==> src/rtl/lsu_mem_arbiter.sv <==
// lsu_mem_arbiter
// Shares the single data-memory port between load issue and store commit.
// Loads have priority; a store that has waited through STARVE_LIM load grants
// wins the next free slot. An in-order tag FIFO tracks outstanding loads so
// each memory response is returned to the load queue with its ROB tag, and a
// flush marks every in-flight load so its response is dropped silently.
//
// Build option: define LSU_RAW_ORDER_EN to give a store priority over a load
// that targets the same data word in the same cycle.
module lsu_mem_arbiter #(
  parameter int ADDR_W     = 32,
  parameter int DATA_W     = 32,
  parameter int ROB_W      = 6,
  parameter int MAX_OUTST  = 4,
  parameter int STARVE_LIM = 4
) (
  input  logic                       clk,
  input  logic                       rst,
  input  logic                       flush,
  input  logic                       ld_req_valid,
  output logic                       ld_req_ready,
  input  logic [ADDR_W-1:0]          ld_req_addr,
  input  logic [ROB_W-1:0]           ld_req_rob,
  input  logic                       st_req_valid,
  output logic                       st_req_ready,
  input  logic [ADDR_W-1:0]          st_req_addr,
  input  logic [DATA_W-1:0]          st_req_data,
  input  logic [DATA_W/8-1:0]        st_req_be,
  output logic                       mem_req_valid,
  input  logic                       mem_req_ready,
  output logic                       mem_req_we,
  output logic [ADDR_W-1:0]          mem_req_addr,
  output logic [DATA_W-1:0]          mem_req_wdata,
  output logic [DATA_W/8-1:0]        mem_req_be,
  input  logic                       mem_resp_valid,
  input  logic [DATA_W-1:0]          mem_resp_data,
  output logic                       ld_resp_valid,
  output logic [ROB_W-1:0]           ld_resp_rob,
  output logic [DATA_W-1:0]          ld_resp_data,
  output logic [$clog2(MAX_OUTST):0] outst_cnt,
  output logic                       err_unexp_resp
);

  localparam int BE_W  = DATA_W / 8;
  localparam int PTR_W = $clog2(MAX_OUTST);
  localparam int CNT_W = PTR_W + 1;
  localparam int SC_W  = $clog2(STARVE_LIM + 1);

  // Request slot register
  logic                 mem_req_valid_r;
  logic                 mem_req_we_r;
  logic [ADDR_W-1:0]    mem_req_addr_r;
  logic [DATA_W-1:0]    mem_req_wdata_r;
  logic [BE_W-1:0]      mem_req_be_r;

  // Arbitration and tag FIFO state
  logic [SC_W-1:0]      starve_cnt_r;
  logic [PTR_W-1:0]     wr_ptr_r;
  logic [PTR_W-1:0]     rd_ptr_r;
  logic [CNT_W-1:0]     outst_cnt_r;
  logic                 err_unexp_r;
  logic [MAX_OUTST-1:0] drop_r;
  logic [ROB_W-1:0]     rob_mem_r [MAX_OUTST];

  logic slot_free_s;
  logic load_ok_s;
  logic starve_hit_s;
  logic raw_hit_s;
  logic ld_grant_s;
  logic st_grant_s;
  logic fifo_empty_s;
  logic pop_s;

`ifdef LSU_RAW_ORDER_EN
  localparam int OFF_W = $clog2(BE_W);
  // A store to the word a load is about to read must reach memory first
  assign raw_hit_s = ld_req_valid && st_req_valid &&
                     (ld_req_addr[ADDR_W-1:OFF_W] == st_req_addr[ADDR_W-1:OFF_W]);
`else
  assign raw_hit_s = 1'b0;
`endif

  assign fifo_empty_s = (outst_cnt_r == {CNT_W{1'b0}});
  assign pop_s        = mem_resp_valid && !fifo_empty_s;
  assign starve_hit_s = (starve_cnt_r == SC_W'(STARVE_LIM));

  // Pick at most one winner for the request slot; the count used is the registered one
  always_comb begin
    slot_free_s = !mem_req_valid_r || mem_req_ready;
    load_ok_s   = ld_req_valid && (outst_cnt_r < CNT_W'(MAX_OUTST)) && !flush;
    ld_grant_s  = 1'b0;
    st_grant_s  = 1'b0;
    if (slot_free_s) begin
      if (st_req_valid && (!load_ok_s || starve_hit_s || raw_hit_s)) begin
        st_grant_s = 1'b1;
      end else if (load_ok_s) begin
        ld_grant_s = 1'b1;
      end else begin
        ld_grant_s = 1'b0;
        st_grant_s = 1'b0;
      end
    end else begin
      ld_grant_s = 1'b0;
      st_grant_s = 1'b0;
    end
  end

  assign ld_req_ready = ld_grant_s;
  assign st_req_ready = st_grant_s;

  // Count load grants that overtake a waiting store; any store grant or idle store clears it
  always_ff @(posedge clk) begin
    if (rst) begin
      starve_cnt_r <= {SC_W{1'b0}};
    end else if (!st_req_valid || st_grant_s) begin
      starve_cnt_r <= {SC_W{1'b0}};
    end else if (ld_grant_s && !starve_hit_s) begin
      starve_cnt_r <= starve_cnt_r + SC_W'(1);
    end else begin
      starve_cnt_r <= starve_cnt_r;
    end
  end

  // Load the granted request into the slot; hold it until memory accepts
  always_ff @(posedge clk) begin
    if (rst) begin
      mem_req_valid_r <= 1'b0;
      mem_req_we_r    <= 1'b0;
      mem_req_addr_r  <= {ADDR_W{1'b0}};
      mem_req_wdata_r <= {DATA_W{1'b0}};
      mem_req_be_r    <= {BE_W{1'b0}};
    end else if (ld_grant_s) begin
      mem_req_valid_r <= 1'b1;
      mem_req_we_r    <= 1'b0;
      mem_req_addr_r  <= ld_req_addr;
      mem_req_wdata_r <= {DATA_W{1'b0}};
      mem_req_be_r    <= {BE_W{1'b1}};
    end else if (st_grant_s) begin
      mem_req_valid_r <= 1'b1;
      mem_req_we_r    <= 1'b1;
      mem_req_addr_r  <= st_req_addr;
      mem_req_wdata_r <= st_req_data;
      mem_req_be_r    <= st_req_be;
    end else if (mem_req_ready) begin
      mem_req_valid_r <= 1'b0;
    end else begin
      mem_req_valid_r <= mem_req_valid_r;
    end
  end

  // Tag FIFO pointers, occupancy, drop marks and the sticky unexpected-response flag
  always_ff @(posedge clk) begin
    if (rst) begin
      wr_ptr_r    <= {PTR_W{1'b0}};
      rd_ptr_r    <= {PTR_W{1'b0}};
      outst_cnt_r <= {CNT_W{1'b0}};
      err_unexp_r <= 1'b0;
      drop_r      <= {MAX_OUTST{1'b0}};
    end else begin
      if (ld_grant_s) begin
        wr_ptr_r <= wr_ptr_r + PTR_W'(1);
      end
      if (pop_s) begin
        rd_ptr_r <= rd_ptr_r + PTR_W'(1);
      end
      outst_cnt_r <= outst_cnt_r + CNT_W'(ld_grant_s) - CNT_W'(pop_s);
      err_unexp_r <= err_unexp_r || (mem_resp_valid && fifo_empty_s);
      // Marking stale slots too is harmless: a push rewrites its drop bit
      if (flush) begin
        drop_r <= {MAX_OUTST{1'b1}};
      end else if (ld_grant_s) begin
        drop_r[wr_ptr_r] <= 1'b0;
      end
    end
  end

  // ROB tag storage written on each load grant
  always_ff @(posedge clk) begin
    if (ld_grant_s) begin
      rob_mem_r[wr_ptr_r] <= ld_req_rob;
    end
  end

  assign mem_req_valid  = mem_req_valid_r;
  assign mem_req_we     = mem_req_we_r;
  assign mem_req_addr   = mem_req_addr_r;
  assign mem_req_wdata  = mem_req_wdata_r;
  assign mem_req_be     = mem_req_be_r;
  // A response in a flush cycle belongs to a load that is being squashed
  assign ld_resp_valid  = pop_s && !drop_r[rd_ptr_r] && !flush;
  assign ld_resp_rob    = rob_mem_r[rd_ptr_r];
  assign ld_resp_data   = mem_resp_data;
  assign outst_cnt      = outst_cnt_r;
  assign err_unexp_resp = err_unexp_r;

endmodule

==> config.mk <==
export PLATFORM = sky130hd
export DESIGN_NAME = lsu_mem_arbiter
export DESIGN_NICKNAME = d
export VERILOG_FILES = /design/src/rtl/lsu_mem_arbiter.sv
export SDC_FILE = /design/constraint.sdc
export NUM_CORES = 1
export LEC_CHECK = 0
export ABC_AREA = 1
export ABC_CLOCK_PERIOD_IN_PS = 5500
export BUFFER_PORTS_ARGS = -buffer_cell sky130_fd_sc_hd__clkbuf_2
export CORE_MARGIN = 3
export CORE_UTILIZATION = 50
export DETAILED_ROUTE_END_ITERATION = 10
export PLACE_DENSITY = 0.85
export SLEW_MARGIN = 20
export SYNTH_ARGS = -nofsm -noshare
export SYNTH_HDL_FRONTEND = slang
export SYNTH_SLANG_ARGS = --single-unit
==> constraint.sdc <==
create_clock -name clk -period 5.5 [get_ports clk]
set_input_delay 1.1 -clock clk [delete_from_list [all_inputs] [get_ports clk]]
set_output_delay 1.1 -clock clk [all_outputs]
set_load 0.02 [all_outputs]
==> metrics.yaml <==
synthesis:
  synth_fa_ha_area_share_pct: 2.21
  postSynthRegisterBits: 111
  seq_area_frac_synth_pct: 45.2
  post_synth_inst_count: 720
  synth.avg_cell_area_um2: 7.56
  main_combinational_cell_family_by_area_after_synthesis: "simple AND/OR/NAND/NOR gates"
  synth.mux.area_fraction_pct: 0
  synth_fp_nets: 874
  synth_area_in_compound_gates_pct: 10.8
  synth-simple-area-share_pct: 23.5
  yosysWarnings: 0
  post_synth_xor_area_fraction_pct: 0.322
  netlist-cell-type-count: 27
  syn_area_mm2: 0.00544
job:
  max_cap_viol_count: 0
clocking:
  ctsHoldBuffers: 0
  cts-root-to-sink-buffers: 2
  clk_latency_ps: 360
  tritoncts: "yes"
  cts_htree_levels: 3
  worst_setup_hold_path_clk_slew_ps: 110
  cts-root-buf: "sky130_fd_sc_hd__clkbuf_8"
  cts.repair_timing.setup_buffer_count: 0
  cts_buffers: 9
  cts_resized: 0
  clkSinkCount: 111
timing:
  timing.final.crit_period_ps: 3650
  finalMaxSlewViolations: 0
  setup_repair_after_global_routing_missed_its_margin: "false"
  final_critical_path_setup_slack_ps: 1850
  fin_tns_setup_ps: 0
  setup_violators_final: 0
  max_clock_freq_mhz: 274
  hold_slack_ps: 455
  layout_worst_path_cycle_share_pct: 66.3
  max_slew_margin_pct: 53.4
  hold_viol_final: 0
  worstMarginPinSlew_ps: 698
  finalClockSkew_ps: 14.4
status:
  outcome: "complete, no violations"
die:
  floorplan.initialDensity_pct: 52.0
  design.die.area_mm2: 0.0122
  chipHeight_um: 110
  fp.dieW_um: 110
  fp-row-count: 37
  io_pins: 260
  floorplan.core_area_mm2: 0.0105
place:
  dp.cells: 985
  place.gp.congestion: 0.756
  portBuffers: 195
  postPlaceCellArea_mm2: 0.00613
  hpwl_mm: 8.89
  dp_slack_ps: 1840
critical_path:
  biggest_cell_delay_along_the_critical_path_ps: 330
  worstSetupEndpointType: "primary output"
  r2r_setup_slack_ps: 2970
  cp_data_required_time_ps: 4400
  worstPathCellList: "clkbuf_2 > nor2_4 > nand3_4 > nand2_4 > nand2_4 > inv_1 > clkbuf_2"
  critical_path.max_fanout: 40
  cp.buffers_inverters: 3
  critPathArrivalTime_ps: 2550
  largest_delay_share_family_worst_path: "simple AND/OR/NAND/NOR gates"
  path_class: "in2out"
  slowest_stage: "sky130_fd_sc_hd__nand2_4"
  setup.worst_path.start_class: "input port"
detailed_routing:
  final_antenna_net_count: 0
  total_wire_length_after_detailed_routing_mm: 12.3
  drt_first_iter_violations: 285
  via_per_inst: 4.72
  avgRoutedWirePerCell_um: 12.2
  routed-via-count: 4724
  drt-pass1-iter-count: 4
  detail_route.drc_violations: 0
pwr:
  swShare_pct: 35.7
  intPower_w: 0.00139
  maximum_vdd_drop_mv: 0.162
  p_per_area_mw_per_mm2: 340
  clock_power_share_pct: 24.3
  share_seq_of_total_power_pct: 45.5
  comb_power_share_pct: 30.2
  p_leak_nw: 3.37
  switchingPower_w: 0.000770
finish:
  flow.area_growth_from_synthesis_pct: 16.8
  layoutNonFillerInstCount: 1001
  final_nets: 1014
  diodes: 0
  post_route_cells_drive_above_1_share_pct: 28.3
  finish.instance_area_mm2: 0.00635
global_routing:
  first_global_vias: 4150
  first_pass_grt_wire_length_mm: 18.6
  grt_use_total_pct: 19.1
  grt_start_max_net_pins: 68
  antenna_found_initial: 0
  grt_overflow_total: 0
min_path:
  timing.hold.worst.class: "reg2reg"
==> stage by stage <==
step | utilization, % | total power [W]
global placement | 58.6 | 0.00164
floorplan | - | 0.00150
finish | 60.7 | 0.00216
CTS | 60.7 | 0.00218
detailed placement | 58.6 | 0.00166
global route | 60.7 | 0.00229
==> logic make-up after synthesis <==
kind of cell | after synthesis
simple gates | 296
buf+inv | 201
flops | 111
compound gates | 101
fa+ha+maj | 9
xor+xnor | 2
==> synthesized netlist by cell type (all sizes together) <==
master,n,area share [%]
nor2,33,2.6
nor3,1,0.092
dfxtp,87,32
clkbuf,9,0.62
buf,60,8.2
xnor2,2,0.32
a21oi,78,8.5
inv,131,9.1
nand3,78,7.6
o21ai,16,1.5
o22ai,6,0.69
a32oi,1,0.16
edfxtp,24,13
fa,1,0.37
clkinv,1,0.069
nand2,184,13
ha,8,1.8
==> power by group through the flow <==
stage	sequential (W)	combinational (W)	clock, W
after detailed placement	0.00100	0.000657	0
after global placement	0.000997	0.000642	0
final	0.000982	0.000651	0.000525
after floorplan	0.00108	0.000426	0
after CTS	0.000982	0.000659	0.000536
after global routing	0.000995	0.000727	0.000567
==> final timing paths <==
check / cells after the start / to / start
max: 7 / ld_req_ready / flush
min: 2 / mem_req_we / mem_req_we
max reg2reg: 11 / outst_cnt[2] / starve_cnt_r[0]
min reg2reg: 2 / mem_req_we / mem_req_we
==> worst register-to-register path, cell delays in order (launching register included) <==
cell	delay, ps
sky130_fd_sc_hd__dfxtp_1	340
sky130_fd_sc_hd__inv_1	80
sky130_fd_sc_hd__ha_1	140
sky130_fd_sc_hd__nand2_1	90
sky130_fd_sc_hd__nand3_4	130
sky130_fd_sc_hd__nand2_4	240
sky130_fd_sc_hd__nand2_4	420
sky130_fd_sc_hd__inv_1	170
sky130_fd_sc_hd__ha_1	250
sky130_fd_sc_hd__fa_1	380
sky130_fd_sc_hd__xnor2_1	160
sky130_fd_sc_hd__nor2_1	50
==> sequential cells by signal, indices dropped and copies added, names as in the netlist, named ones only <==
signal	cells
drop_r	4
mem_req_we	1
mem_req_valid	1
outst_cnt	3
wr_ptr_r	2
rob_mem_r	24
mem_req_wdata	32
starve_cnt_r	3
err_unexp_resp	1
rd_ptr_r	2
mem_req_addr	32
mem_req_be	4
==> metal layers <==
layer	share of wire [%]	up-vias	global-route usage, %
met3	7.1	19	4.54
met2	50	152	34.0
met1	41	2088	23.1
met5	0	-	0
li1	-	2465	-
met4	1.4	0	5.19
==> cell usage in the layout (no fill, tap or decap), types with 3 or more instances in the layout <==
cell type                  count
sky130_fd_sc_hd__edfxtp_1     24
sky130_fd_sc_hd__nand2_1     179
sky130_fd_sc_hd__buf_4         3
sky130_fd_sc_hd__o21ai_0      16
sky130_fd_sc_hd__ha_1          8
sky130_fd_sc_hd__clkbuf_2    195
sky130_fd_sc_hd__dfxtp_1      87
sky130_fd_sc_hd__nor2_1       30
sky130_fd_sc_hd__o22ai_1       6
sky130_fd_sc_hd__nand3_1      76
sky130_fd_sc_hd__a21oi_1      59
sky130_fd_sc_hd__nand2_4       3
sky130_fd_sc_hd__clkbuf_8      9
sky130_fd_sc_hd__inv_1       129
sky130_fd_sc_hd__a21oi_2      19
==> area by class of cell <==
cell class              count  area, um2
flip-flops and latches    111       2460
repair buffers            198        998
multi-input cells         408       2010
well taps                 136        170
inverters                 132        498
fillers                   983       4110
clock inverters             6       71.3
clock buffers              10        149
Power figures use the tool's default switching activity.
